File: src/rtl/pipelined_adder_pkg.sv
// rtl/pipelined_adder_pkg.sv - shared constants and configuration helpers for the pipelined adder
package pipelined_adder_pkg;

    localparam int DEFAULT_WIDTH  = 16;
    localparam int DEFAULT_STAGES = 4;

    function automatic int slice_width(input int width, input int stages);
        return width / stages;
    endfunction

    // Legal configurations split the word into equal, non-empty slices.
    function automatic bit cfg_ok(input int width, input int stages);
        return (stages >= 1) && (stages <= width) && ((width % stages) == 0);
    endfunction

endpackage

File: src/rtl/pipelined_adder_if.sv
// rtl/pipelined_adder_if.sv - operand/result handshake bundle for the pipelined adder
interface pipelined_adder_if #(
    parameter int WIDTH = 16
);
    logic             in_valid;
    logic             in_ready;
    logic [WIDTH-1:0] a;
    logic [WIDTH-1:0] b;
    logic             cin;
    logic             sub;
    logic             out_valid;
    logic             out_ready;
    logic [WIDTH-1:0] sum;
    logic             cout;
    logic             ovf;

    modport master (
        output in_valid, a, b, cin, sub, out_ready,
        input  in_ready, out_valid, sum, cout, ovf
    );

    modport slave (
        input  in_valid, a, b, cin, sub, out_ready,
        output in_ready, out_valid, sum, cout, ovf
    );

endinterface

File: src/rtl/adder_stage.sv
// rtl/adder_stage.sv - one CW-bit carry slice with its carry, valid, skew and partial-sum registers
module adder_stage
    import pipelined_adder_pkg::*;
#(
    parameter int WIDTH  = 16,
    parameter int STAGES = 4,
    parameter int IDX    = 0
) (
    input  logic             clk,
    input  logic             rst_n,
    input  logic             advance,
    input  logic             valid_in,
    input  logic             carry_in,
    input  logic [WIDTH-1:0] a_in,
    input  logic [WIDTH-1:0] b_in,
    input  logic [WIDTH-1:0] sum_in,
    output logic             valid_out,
    output logic             carry_out,
    output logic             ovf_out,
    output logic [WIDTH-1:0] a_out,
    output logic [WIDTH-1:0] b_out,
    output logic [WIDTH-1:0] sum_out
);
    localparam int CW  = slice_width(WIDTH, STAGES);
    localparam int LSB = IDX * CW;

    logic [CW:0]      slice_add;
    logic             msb_cin;
    logic             valid_d, valid_q;
    logic             carry_d, carry_q;
    logic             msb_cin_d, msb_cin_q;
    logic [WIDTH-1:0] a_d, a_q;
    logic [WIDTH-1:0] b_d, b_q;
    logic [WIDTH-1:0] sum_d, sum_q;

    always_comb begin
        slice_add = {1'b0, a_in[LSB +: CW]} + {1'b0, b_in[LSB +: CW]} + {{CW{1'b0}}, carry_in};
        // Carry into the slice's top bit, recovered from its sum bit.
        msb_cin   = a_in[LSB+CW-1] ^ b_in[LSB+CW-1] ^ slice_add[CW-1];
        valid_d   = valid_q;
        carry_d   = carry_q;
        msb_cin_d = msb_cin_q;
        a_d       = a_q;
        b_d       = b_q;
        sum_d     = sum_q;
        if (advance) begin
            valid_d   = valid_in;
            carry_d   = slice_add[CW];
            msb_cin_d = msb_cin;
            a_d       = a_in;
            b_d       = b_in;
            sum_d     = sum_in | (WIDTH'(slice_add[CW-1:0]) << LSB);
        end
    end

    always_ff @(posedge clk) begin
        if (!rst_n) begin
            valid_q   <= 1'b0;
            carry_q   <= 1'b0;
            msb_cin_q <= 1'b0;
            a_q       <= '0;
            b_q       <= '0;
            sum_q     <= '0;
        end else begin
            valid_q   <= valid_d;
            carry_q   <= carry_d;
            msb_cin_q <= msb_cin_d;
            a_q       <= a_d;
            b_q       <= b_d;
            sum_q     <= sum_d;
        end
    end

    assign valid_out = valid_q;
    assign carry_out = carry_q;
    assign ovf_out   = msb_cin_q ^ carry_q;
    assign a_out     = a_q;
    assign b_out     = b_q;
    assign sum_out   = sum_q;

endmodule

File: src/rtl/pipelined_adder.sv
// rtl/pipelined_adder.sv - STAGES-deep pipelined WIDTH-bit adder/subtractor with valid/ready flow control
module pipelined_adder
    import pipelined_adder_pkg::*;
#(
    parameter int WIDTH  = DEFAULT_WIDTH,
    parameter int STAGES = DEFAULT_STAGES
) (
    input  logic              clk,
    input  logic              rst_n,
    pipelined_adder_if.slave  bus
);
    if (!cfg_ok(WIDTH, STAGES)) begin : g_cfg_check
        $error("pipelined_adder: WIDTH must be a multiple of STAGES and STAGES <= WIDTH");
    end

    logic             advance;
    logic             valid_w [0:STAGES];
    logic             carry_w [0:STAGES];
    logic [WIDTH-1:0] a_w     [0:STAGES];
    logic [WIDTH-1:0] b_w     [0:STAGES];
    logic [WIDTH-1:0] sum_w   [0:STAGES];
    logic [STAGES-1:0] ovf_w;
    logic             unused_pipe;

    // One global enable: the whole pipe moves unless the output beat is blocked.
    always_comb begin
        advance = !valid_w[STAGES] || bus.out_ready;
    end

    assign bus.in_ready = advance;

    assign valid_w[0] = bus.in_valid;
    assign carry_w[0] = bus.sub ? 1'b1 : bus.cin;
    assign a_w[0]     = bus.a;
    assign b_w[0]     = bus.sub ? ~bus.b : bus.b;
    assign sum_w[0]   = '0;

    for (genvar i = 0; i < STAGES; i++) begin : g_stage
        adder_stage #(
            .WIDTH  (WIDTH),
            .STAGES (STAGES),
            .IDX    (i)
        ) u_stage (
            .clk       (clk),
            .rst_n     (rst_n),
            .advance   (advance),
            .valid_in  (valid_w[i]),
            .carry_in  (carry_w[i]),
            .a_in      (a_w[i]),
            .b_in      (b_w[i]),
            .sum_in    (sum_w[i]),
            .valid_out (valid_w[i+1]),
            .carry_out (carry_w[i+1]),
            .ovf_out   (ovf_w[i]),
            .a_out     (a_w[i+1]),
            .b_out     (b_w[i+1]),
            .sum_out   (sum_w[i+1])
        );
    end

    assign bus.out_valid = valid_w[STAGES];
    assign bus.sum       = sum_w[STAGES];
    assign bus.cout      = carry_w[STAGES];
    assign bus.ovf       = ovf_w[STAGES-1];

    // Skew operands leaving the last slice and earlier-slice overflow flags have no consumer.
    assign unused_pipe = ^{a_w[STAGES], b_w[STAGES], ovf_w};

endmodule

File: src/flat_wrapper.sv
// flat-port wrapper written by rule: the top's interface ports become plain ports
module pipelined_adder_flat import pipelined_adder_pkg::*;
#(
    parameter int WIDTH  = DEFAULT_WIDTH,
    parameter int STAGES = DEFAULT_STAGES
)
  (clk, rst_n, bus_in_valid, bus_a, bus_b, bus_cin, bus_sub, bus_out_ready, bus_in_ready, bus_out_valid, bus_sum, bus_cout, bus_ovf);
  pipelined_adder_if #(.WIDTH(WIDTH)) bus_i ();
  input  logic clk;
  input  logic rst_n;
  input wire logic [$bits(bus_i.in_valid)-1:0] bus_in_valid;
  input wire logic [$bits(bus_i.a)-1:0] bus_a;
  input wire logic [$bits(bus_i.b)-1:0] bus_b;
  input wire logic [$bits(bus_i.cin)-1:0] bus_cin;
  input wire logic [$bits(bus_i.sub)-1:0] bus_sub;
  input wire logic [$bits(bus_i.out_ready)-1:0] bus_out_ready;
  output wire logic [$bits(bus_i.in_ready)-1:0] bus_in_ready;
  output wire logic [$bits(bus_i.out_valid)-1:0] bus_out_valid;
  output wire logic [$bits(bus_i.sum)-1:0] bus_sum;
  output wire logic [$bits(bus_i.cout)-1:0] bus_cout;
  output wire logic [$bits(bus_i.ovf)-1:0] bus_ovf;
  assign bus_i.in_valid = bus_in_valid;
  assign bus_i.a = bus_a;
  assign bus_i.b = bus_b;
  assign bus_i.cin = bus_cin;
  assign bus_i.sub = bus_sub;
  assign bus_i.out_ready = bus_out_ready;
  assign bus_in_ready = bus_i.in_ready;
  assign bus_out_valid = bus_i.out_valid;
  assign bus_sum = bus_i.sum;
  assign bus_cout = bus_i.cout;
  assign bus_ovf = bus_i.ovf;
  pipelined_adder #(.WIDTH(WIDTH), .STAGES(STAGES)) u_core (.clk(clk), .rst_n(rst_n), .bus(bus_i));
endmodule
File: config.mk
export PLATFORM = sky130hd
export DESIGN_NAME = pipelined_adder_flat
export DESIGN_NICKNAME = d
export VERILOG_FILES = /design/src/rtl/pipelined_adder_pkg.sv /design/src/rtl/pipelined_adder_if.sv /design/src/rtl/adder_stage.sv /design/src/rtl/pipelined_adder.sv /design/src/flat_wrapper.sv
export SDC_FILE = /design/constraint.sdc
export NUM_CORES = 1
export LEC_CHECK = 0
export CORE_MARGIN = 2
export CORE_UTILIZATION = 50
export DETAILED_ROUTE_END_ITERATION = 16
export MAX_ROUTING_LAYER = met4
export PLACE_DENSITY = 0.69
export SYNTH_ARGS = -nofsm -noshare
export SYNTH_HDL_FRONTEND = slang
export SYNTH_HIERARCHICAL = 1
export SYNTH_SLANG_ARGS = --single-unit
File: constraint.sdc
create_clock -name clk -period 2.75 [get_ports clk]
set_clock_uncertainty 0.1 [all_clocks]
set_input_delay 0.4125 -clock clk [delete_from_list [all_inputs] [get_ports clk]]
set_output_delay 0.4125 -clock clk [all_outputs]
set_load 0.01 [all_outputs]
# Word level (Yosys, flattened, before mapping)
# Index checks and enable logic that the tools add are counted.
totals:
  input_bits: 38
  word_cells: 38
  register_bits: 157
  out_inout_bits: 20
classes:
  add_sub_neg: 8
  reduce_logical: 2
  bitwise_logic: 7
  mux: 2
op_table:
  columns: ["cell", "count"]
  rows:
  - ["4-bit by 4-bit adder with 5-bit output", 4]
  - ["5-bit by 1-bit adder with 5-bit output", 4]
  - ["16-bit 2-to-1 mux", 1]
  - ["16-bit NOT", 1]
  - ["16-bit by 12-bit OR with 16-bit output", 1]
  - ["16-bit OR", 1]
  - ["4-bit by 8-bit OR with 8-bit output", 1]
  - ["1-bit bitwise XOR", 3]
  - ["1-bit zero test", 1]
  - ["1-bit logical OR", 1]
  - ["1-bit 2-to-1 mux", 1]

# Longest topological paths before layout
# Gate-level depths: netlist of run 1.
depth:
  depth_word: 4
  ltp_mapped: 8
  ltp_nobuf: 7

# Modules after synthesis
# The synthesis of run 1 kept the hierarchy.
modules_own_cells:
  columns: ["mod", "n_inst", "seq_area_each_um2", "cells_per_inst", "area_each_um2"]
  rows:
  - ["adder_stage", 4, 1021.0, 189, 2031.9]
  - ["pipelined_adder", 1, 0.0, 21, 187.7]

# Least setup slack after synthesis of run 1
# OpenSTA, ideal clock, no wires.
synth_timing:
  path_kind: "input to register"
  startpoint: "in bus_sub"
  endpoint: "reg u_core.g_stage[0].u_stage.sum_q[3]"
  arrival_time_ps: 1911
  setup_time_ps: 129
  n_path_buf: 1
  slack_ps: 610
  cell_stages: 6
  t_required_ps: 2521
  path_cell_list: "buf_6 -> or2_2 -> fa_1 -> a21o_1 -> a2111oi_4 -> a211oi_2"
synth_lines:
  columns: ["item", "line", "text"]
  rows:
  - ["start, declared", "flat_wrapper.sv:15", "input wire logic [$bits(bus_i.sub)-1:0] bus_sub;"]
  - ["end signal, assigned", "adder_stage.sv:70", "sum_q <= sum_d;"]
  - ["end, declared", "adder_stage.sv:34", "logic [WIDTH-1:0] sum_d, sum_q;"]

# Final worst setup path of run 1
layout_timing:
  startpoint: "reg u_core.g_stage[3].u_stage.carry_q"
  endpoint: "out bus_ovf"
layout_between:
  elab_chain_len: 1
layout_rtl:
  columns: ["item", "line", "text"]
  rows:
  - ["start, declared", "adder_stage.sv:30", "logic carry_d, carry_q;"]
  - ["start signal, assigned", "adder_stage.sv:66", "carry_q <= carry_d;"]
  - ["1-bit bitwise XOR", "adder_stage.sv:76", "assign ovf_out = msb_cin_q ^ carry_q;"]
  - ["end, declared", "flat_wrapper.sv:21", "output wire logic [$bits(bus_i.ovf)-1:0] bus_ovf;"]
# Every way passes these cells.

==> results of run 1 <==
[tightest hold or removal path, stage by stage, from the launching register on]
cell and delay [ns]:
dfxtp_1 0.32, mux2i_1 0.06, nor2_1 0.07
[cell type report]
class	count	share of cell area [%]
clock buffer	20	6.83
clock inverter	12	2.65
inverter	20	1.15
multi-input combinational	347	38.7
sequential	121	37.2
tap	140	2.69
timing repair buffer	70	10.8
[power breakdown]
part / internal [mW] / total, mW / switching (mW)
clock: 1.51 / 2.28 / 0.765
combinational: 0.224 / 0.423 / 0.198
sequential: 1.86 / 1.93 / 0.0682
total: 3.60 / 4.63 / 1.03
[metal layers]
metal  vias up  part of all wire (%)  track usage (%)
li1       1810                     -                -
met1      1651                    50             24.8
met2        68                    46             28.0
met3         8                   4.0             5.30
met4         0                  0.78             5.49
met5         -                     0                -
[registers in the layout (all words and copies together) (netlist names)]
register	flops
u_core/g_stage.u_stage/valid_out	4
u_core/g_stage.u_stage/carry_out	4
u_core/g_stage.u_stage/b_out	24
u_core/g_stage.u_stage/msb_cin_q	1
u_core/g_stage.u_stage/a_out	24
u_core/g_stage.u_stage/sum_out	64
[stage by stage]
step           std cells  power, mW  hold slack, ns  setup slack [ns]
6_report             730       4.63           0.391             0.684
5_1_grt              730       4.81           0.416             0.566
4_1_cts              730       4.67           0.396             0.661
3_5_place_dp         698       2.39           0.382             0.146
3_3_place_gp         698       2.37           0.372             0.254
2_1_floorplan        534       2.25           0.358             0.621
[layout by cell type (no fill, tap or decap)]
cell	n
dfxtp_1	121
nor2_1	117
mux2i_1	100
clkdlybuf4s50_1	57
inv_1	20
o21ai_0	20
xor2_1	17
conb_1	17
clkbuf_16	16
ha_1	12
buf_4	10
a21oi_1	9
a21o_1	8
nand2_1	8
fa_1	8
bufinv_16	4
clkinv_2	4
nand2b_1	4
a2111oi_4	4
a211oi_2	4
xnor2_1	4
o22ai_1	4
nor2b_1	4
a31oi_1	4
clkbuf_8	3
buf_12	3
clkinvlp_4	2
clkinv_4	2
clkbuf_1	1
nand2b_4	1
or2_2	1
a211oi_1	1
[worst max-delay path by stage]
stage	startpoint	to	slack, ns	depth (start not counted)
after global routing	bus_sub	u_core/g_stage[0].u_stage/sum_out[3]	0.57	8
after CTS	u_core/g_stage[3].u_stage/carry_out	bus_ovf	0.66	2
after floorplan	bus_sub	u_core/g_stage[0].u_stage/sum_out[3]	0.62	6
final	u_core/g_stage[3].u_stage/carry_out	bus_ovf	0.68	2
after global placement	bus_sub	u_core/g_stage[0].u_stage/sum_out[3]	0.25	8
after detailed placement	bus_sub	u_core/g_stage[0].u_stage/sum_out[3]	0.15	8
==> impl_metrics.csv, run 1 <==
group,metric,value,unit
status,status,"finished, final reports clean",
final_layout,fillers,920,
worst_hold_path,hold_start,"u_core/g_stage[3].u_stage/sum_out[10]",
worst_hold_path,hp-class,"flip-flop to flip-flop",
floorplanning,core_area,10700,um^2
floorplanning,io-pin-count,58,
clocking,ctsResizeCount,0,
final_layout,ff_latch_area,2420,um^2
worst_setup_path,cp.required,2.24,ns
worst_setup_path,path_delay_family,"buffers and inverters",
sta,finalSetupViolations,0,
global_routing,antenna_found_initial,0,
worst_hold_path,whs_path_depth,2,
final_layout,final_area,6520,um^2
final_layout,multiInputGateArea,2520,um^2
clocking,numCtsBuffers,17,
final_layout,fin_util,60.7,%
worst_setup_path,cp.arrival,1.55,ns
global_routing,grt_pass1_vias,3441,
detailed_routing,dr.pass1.iters,4,
placed_design,gp_congestion,0.834,
detailed_routing,first_iter_violations,174,
worst_setup_path,path_class,"flip-flop to primary output",
detailed_routing,wl,9740,um
floorplanning,die_w,108,um
global_routing,grt_start_max_net_pins,37,
yosys,syn_inst,518,
worst_setup_path,timing.rr.start,"u_core/g_stage[2].u_stage/carry_out",
global_routing,grt_first_pass_wirelength,16700,um
floorplanning,dieArea,11700,um^2
clocking,cts_max_path_buffers,2,
worst_setup_path,critPathCaptureType,"primary output",
final_layout,diodes,0,
yosys,syn_area,5440,um^2
worst_setup_path,cp_slowest_cell,"clkdlybuf4s50_1",
worst_setup_path,cp_slowest_stage_delay,0.54,ns
clocking,clk_latency,0.51,ns
worst_hold_path,worstHoldEndpoint,"u_core/g_stage[3].u_stage/sum_out[10]",
clocking,clockRootBuffer,"clkbuf_8",
worst_setup_path,cp-start-kind,"flip-flop",
global_routing,grt_overflow_total,0,
clocking,cts_tree,"built",
clocking,cts_sinks,121,
floorplanning,rows,38,
detailed_routing,drc,0,
sta,rsz0062_at_grt,"no",
detailed_routing,wl_per_cell,13.3,um
sta,max_freq,484,MHz
worst_setup_path,worst-path-buf-inv,1,
worst_setup_path,r2r-end,"u_core/g_stage[3].u_stage/sum_out[15]",
placed_design,place.port_buffers,57,
clocking,cts.clk_slew.worst_paths,0.06,ns
final_layout,layout-drive-gt1-share,9.15,%
final_layout,syn2layout_area_growth,19.8,%
final_layout,nets,635,
yosys,synth_warnings,6,
sta,fin_crit,2.07,ns
floorplanning,fp.dieH,108,um
sta,hold_viol,0,
clocking,htree_levels,4,
sta,slew_viol_final,0,
yosys,syn_area_per_cell,10.5,um^2
sta,finalSetupTns,0,ns
detailed_routing,vias,3537,
detailed_routing,ant_nets,0,
job,drv_cap,0,
power,p_per_area,711,nW/um^2
power,peakVddDrop,0.385,mV
placed_design,placed_cell_area,5900,um^2
global_routing,grt_usage,18.7,%
worst_setup_path,path_max_fanout,3,
worst_setup_path,r2r_slack,1.04,ns
clocking,cts_setup_buffers,0,
clocking,hold_buffers,0,
worst_setup_path,worstPathCellList,"xor2_1 -> clkdlybuf4s50_1",
power,p_leak,3.41,nW
sta,min_period_over_period,75.1,%
detailed_routing,vias_per_cell,4.85,
worst_setup_path,reg2reg_depth,4,
placed_design,hpwl,6620,um
floorplanning,start_util,50.6,%
Power figures use the tool's default switching activity.
==> run 2, diff against run 1 <==
--- a/config.mk
+++ b/config.mk
@@ -9,7 +9,7 @@
 export CORE_UTILIZATION = 50
 export DETAILED_ROUTE_END_ITERATION = 16
 export MAX_ROUTING_LAYER = met4
-export PLACE_DENSITY = 0.69
+export PLACE_DENSITY = 0.72
 export SYNTH_ARGS = -nofsm -noshare
 export SYNTH_HDL_FRONTEND = slang
 export SYNTH_HIERARCHICAL = 1
==> constraint.sdc (replaced) <==
create_clock -name clk -period 1.89 [get_ports clk]
set_clock_uncertainty 0.1 [all_clocks]
set_input_delay 0.2835 -clock clk [delete_from_list [all_inputs] [get_ports clk]]
set_output_delay 0.2835 -clock clk [all_outputs]
set_load 0.01 [all_outputs]
==> impl_metrics.csv, run 2 (synthesis results as in run 1) <==
group,metric,value,unit
status,status,"finished, final reports clean",
final_layout,ff_latch_area,2420,um^2
power,p_per_area,1000,nW/um^2
clocking,clk_latency,0.51,ns
detailed_routing,first_iter_violations,170,
worst_hold_path,hp-class,"input port to flip-flop",
placed_design,numPlacedInstances,708,
clocking,ctsResizeCount,2,
placed_design,gp_congestion,0.859,
detailed_routing,vias_per_cell,4.86,
worst_setup_path,timing.rr.start,"u_core/g_stage[2].u_stage/carry_out",
worst_setup_path,worstPathCellList,"clkdlybuf4s50_1 -> or2_4 -> fa_2 -> inv_1 -> fa_1 -> nand2_1 -> o22ai_1 -> nor2_1",
global_routing,grt_start_max_net_pins,34,
floorplanning,rows,38,
final_layout,fillers,907,
final_layout,diodes,0,
sta,finalSetupViolations,0,
final_layout,largest_reg_flops,64,
final_layout,final_common_cell,"dfxtp_1",
sta,slew_viol_final,0,
detailed_routing,drc,0,
global_routing,antenna_found_initial,0,
sta,hold_viol,0,
worst_setup_path,cp.arrival,2.12,ns
placed_design,place_ws,-0.418,ns
job,drv_cap,0,
sta,max_freq,560,MHz
final_layout,fin_util,61.1,%
floorplanning,die_w,108,um
placed_design,place.port_buffers,57,
clocking,numCtsBuffers,17,
floorplanning,core_area,10700,um^2
final_layout,nets,645,
final_layout,multiInputGateArea,2530,um^2
global_routing,grt_usage,18.5,%
worst_setup_path,cp-start-kind,"input port",
placed_design,hpwl,7100,um
final_layout,instances_no_fill,739,
sta,fin_ws,0.104,ns
clocking,hold_buffers,0,
clocking,clockRootBuffer,"clkbuf_8",
clocking,cts_tree,"built",
floorplanning,fp.dieH,108,um
sta,min_period_over_period,94.5,%
global_routing,grt_first_pass_wirelength,16400,um
floorplanning,io-pin-count,58,
power,peakVddDrop,0.620,mV
clocking,htree_levels,4,
floorplanning,start_util,50.6,%
floorplanning,dieArea,11700,um^2
final_layout,syn2layout_area_growth,20.7,%
worst_setup_path,cp_slowest_cell,"clkdlybuf4s50_1",
clocking,cts_setup_buffers,0,
detailed_routing,vias,3595,
detailed_routing,ant_nets,0,
detailed_routing,wl,10000,um
worst_setup_path,cp.required,2.23,ns
sta,finalSetupTns,0,ns
sta,rsz0062_at_grt,"no",
final_layout,final_cell_mix,"121 x dfxtp_1, 117 x nor2_1, 100 x mux2i_1",
global_routing,grt_overflow_total,0,
worst_setup_path,path_delay_family,"adder cells",
worst_setup_path,cp_slowest_stage_delay,0.46,ns
final_layout,layout-drive-gt1-share,11.0,%
worst_setup_path,startpoint,"bus_sub",
worst_setup_path,worst-path-buf-inv,2,
detailed_routing,dr.pass1.iters,5,
clocking,cts.clk_slew.worst_paths,0.06,ns
global_routing,grt_pass1_vias,3450,
sta,fin_crit,1.79,ns
worst_setup_path,critPathCaptureType,"flip-flop",
worst_setup_path,path_class,"input port to flip-flop",
power,p_leak,3.45,nW
detailed_routing,wl_per_cell,13.5,um
worst_hold_path,hold_start,"bus_a[8]",
clocking,cts_sinks,121,
worst_setup_path,path_max_fanout,3,
clocking,cts_max_path_buffers,2,
[run 2: changes by cell type in the layout (fill, tap and decap cells not counted), sizes merged]
cell / previous run / this run
clkbuf: 20 / 18
bufinv: 4 / 3
dlymetal6s2s: 0 / 1
buf: 13 / 23
dlygate4sd2: 0 / 2
clkdlybuf4s50: 57 / 54
clkinvlp: 2 / 4
[run 2: worst min-delay path, cell delays in order]
cell,delay [ns]
clkdlybuf4s50_1,0.40
mux2i_1,0.13
nor2_1,0.05
[run 2: power breakdown]
| group | switching, mW | total (mW) | internal [mW] |
|---|---|---|---|
| Clock | 1.10 | 3.12 | 2.02 |
| Sequential | 0.0994 | 2.81 | 2.71 |
| Combinational | 0.300 | 0.640 | 0.341 |
[run 2: layer usage]
| layer | up-vias | part of all wire, % | GRT usage, % |
|---|---|---|---|
| met4 | 0 | 0.70 | 5.68 |
| met5 | - | 0 | - |
| met3 | 10 | 3.9 | 5.24 |
| li1 | 1841 | - | - |
| met2 | 60 | 46 | 28.5 |
| met1 | 1684 | 49 | 23.6 |
[run 2: area by class of cell]
class | instances | share of cell area, %
sequential | 121 | 36.9
multi-input combinational | 347 | 38.6
clock buffer | 18 | 6.51
tap | 140 | 2.67
clock inverter | 13 | 2.34
timing repair buffer | 80 | 11.9
inverter | 20 | 1.14
[run 2: final timing paths]
kind,depth (start not counted),slack (ns),end
worst max-delay path,8,0.10,u_core/g_stage[0].u_stage/sum_out[1]
worst min-delay path,3,0.29,u_core/g_stage[0].u_stage/a_out[8]
worst max register to register,4,0.13,u_core/g_stage[3].u_stage/sum_out[15]
worst min register to register,2,0.39,u_core/g_stage[3].u_stage/sum_out[10]
[run 2: stage by stage]
stage | power (mW) | hold WS (ns) | cell area, um^2
after floorplan | 3.27 | 0.322 | 5510
after global placement | 3.46 | 0.369 | 5980
after detailed placement | 3.50 | 0.382 | 5980
after CTS | 6.63 | 0.269 | 6560
after global routing | 6.84 | 0.287 | 6570
final | 6.57 | 0.289 | 6570
==> run 3, diff against run 2 <==
--- a/config.mk
+++ b/config.mk
@@ -7,9 +7,11 @@
 export LEC_CHECK = 0
 export CORE_MARGIN = 2
 export CORE_UTILIZATION = 50
+export CTS_CLUSTER_DIAMETER = 80
 export DETAILED_ROUTE_END_ITERATION = 16
 export MAX_ROUTING_LAYER = met4
 export PLACE_DENSITY = 0.72
+export SLEW_MARGIN = 20
 export SYNTH_ARGS = -nofsm -noshare
 export SYNTH_HDL_FRONTEND = slang
 export SYNTH_HIERARCHICAL = 1
==> results of run 3 <==
Same layout as run 2: the final DEF is identical, and so are final timing and power.
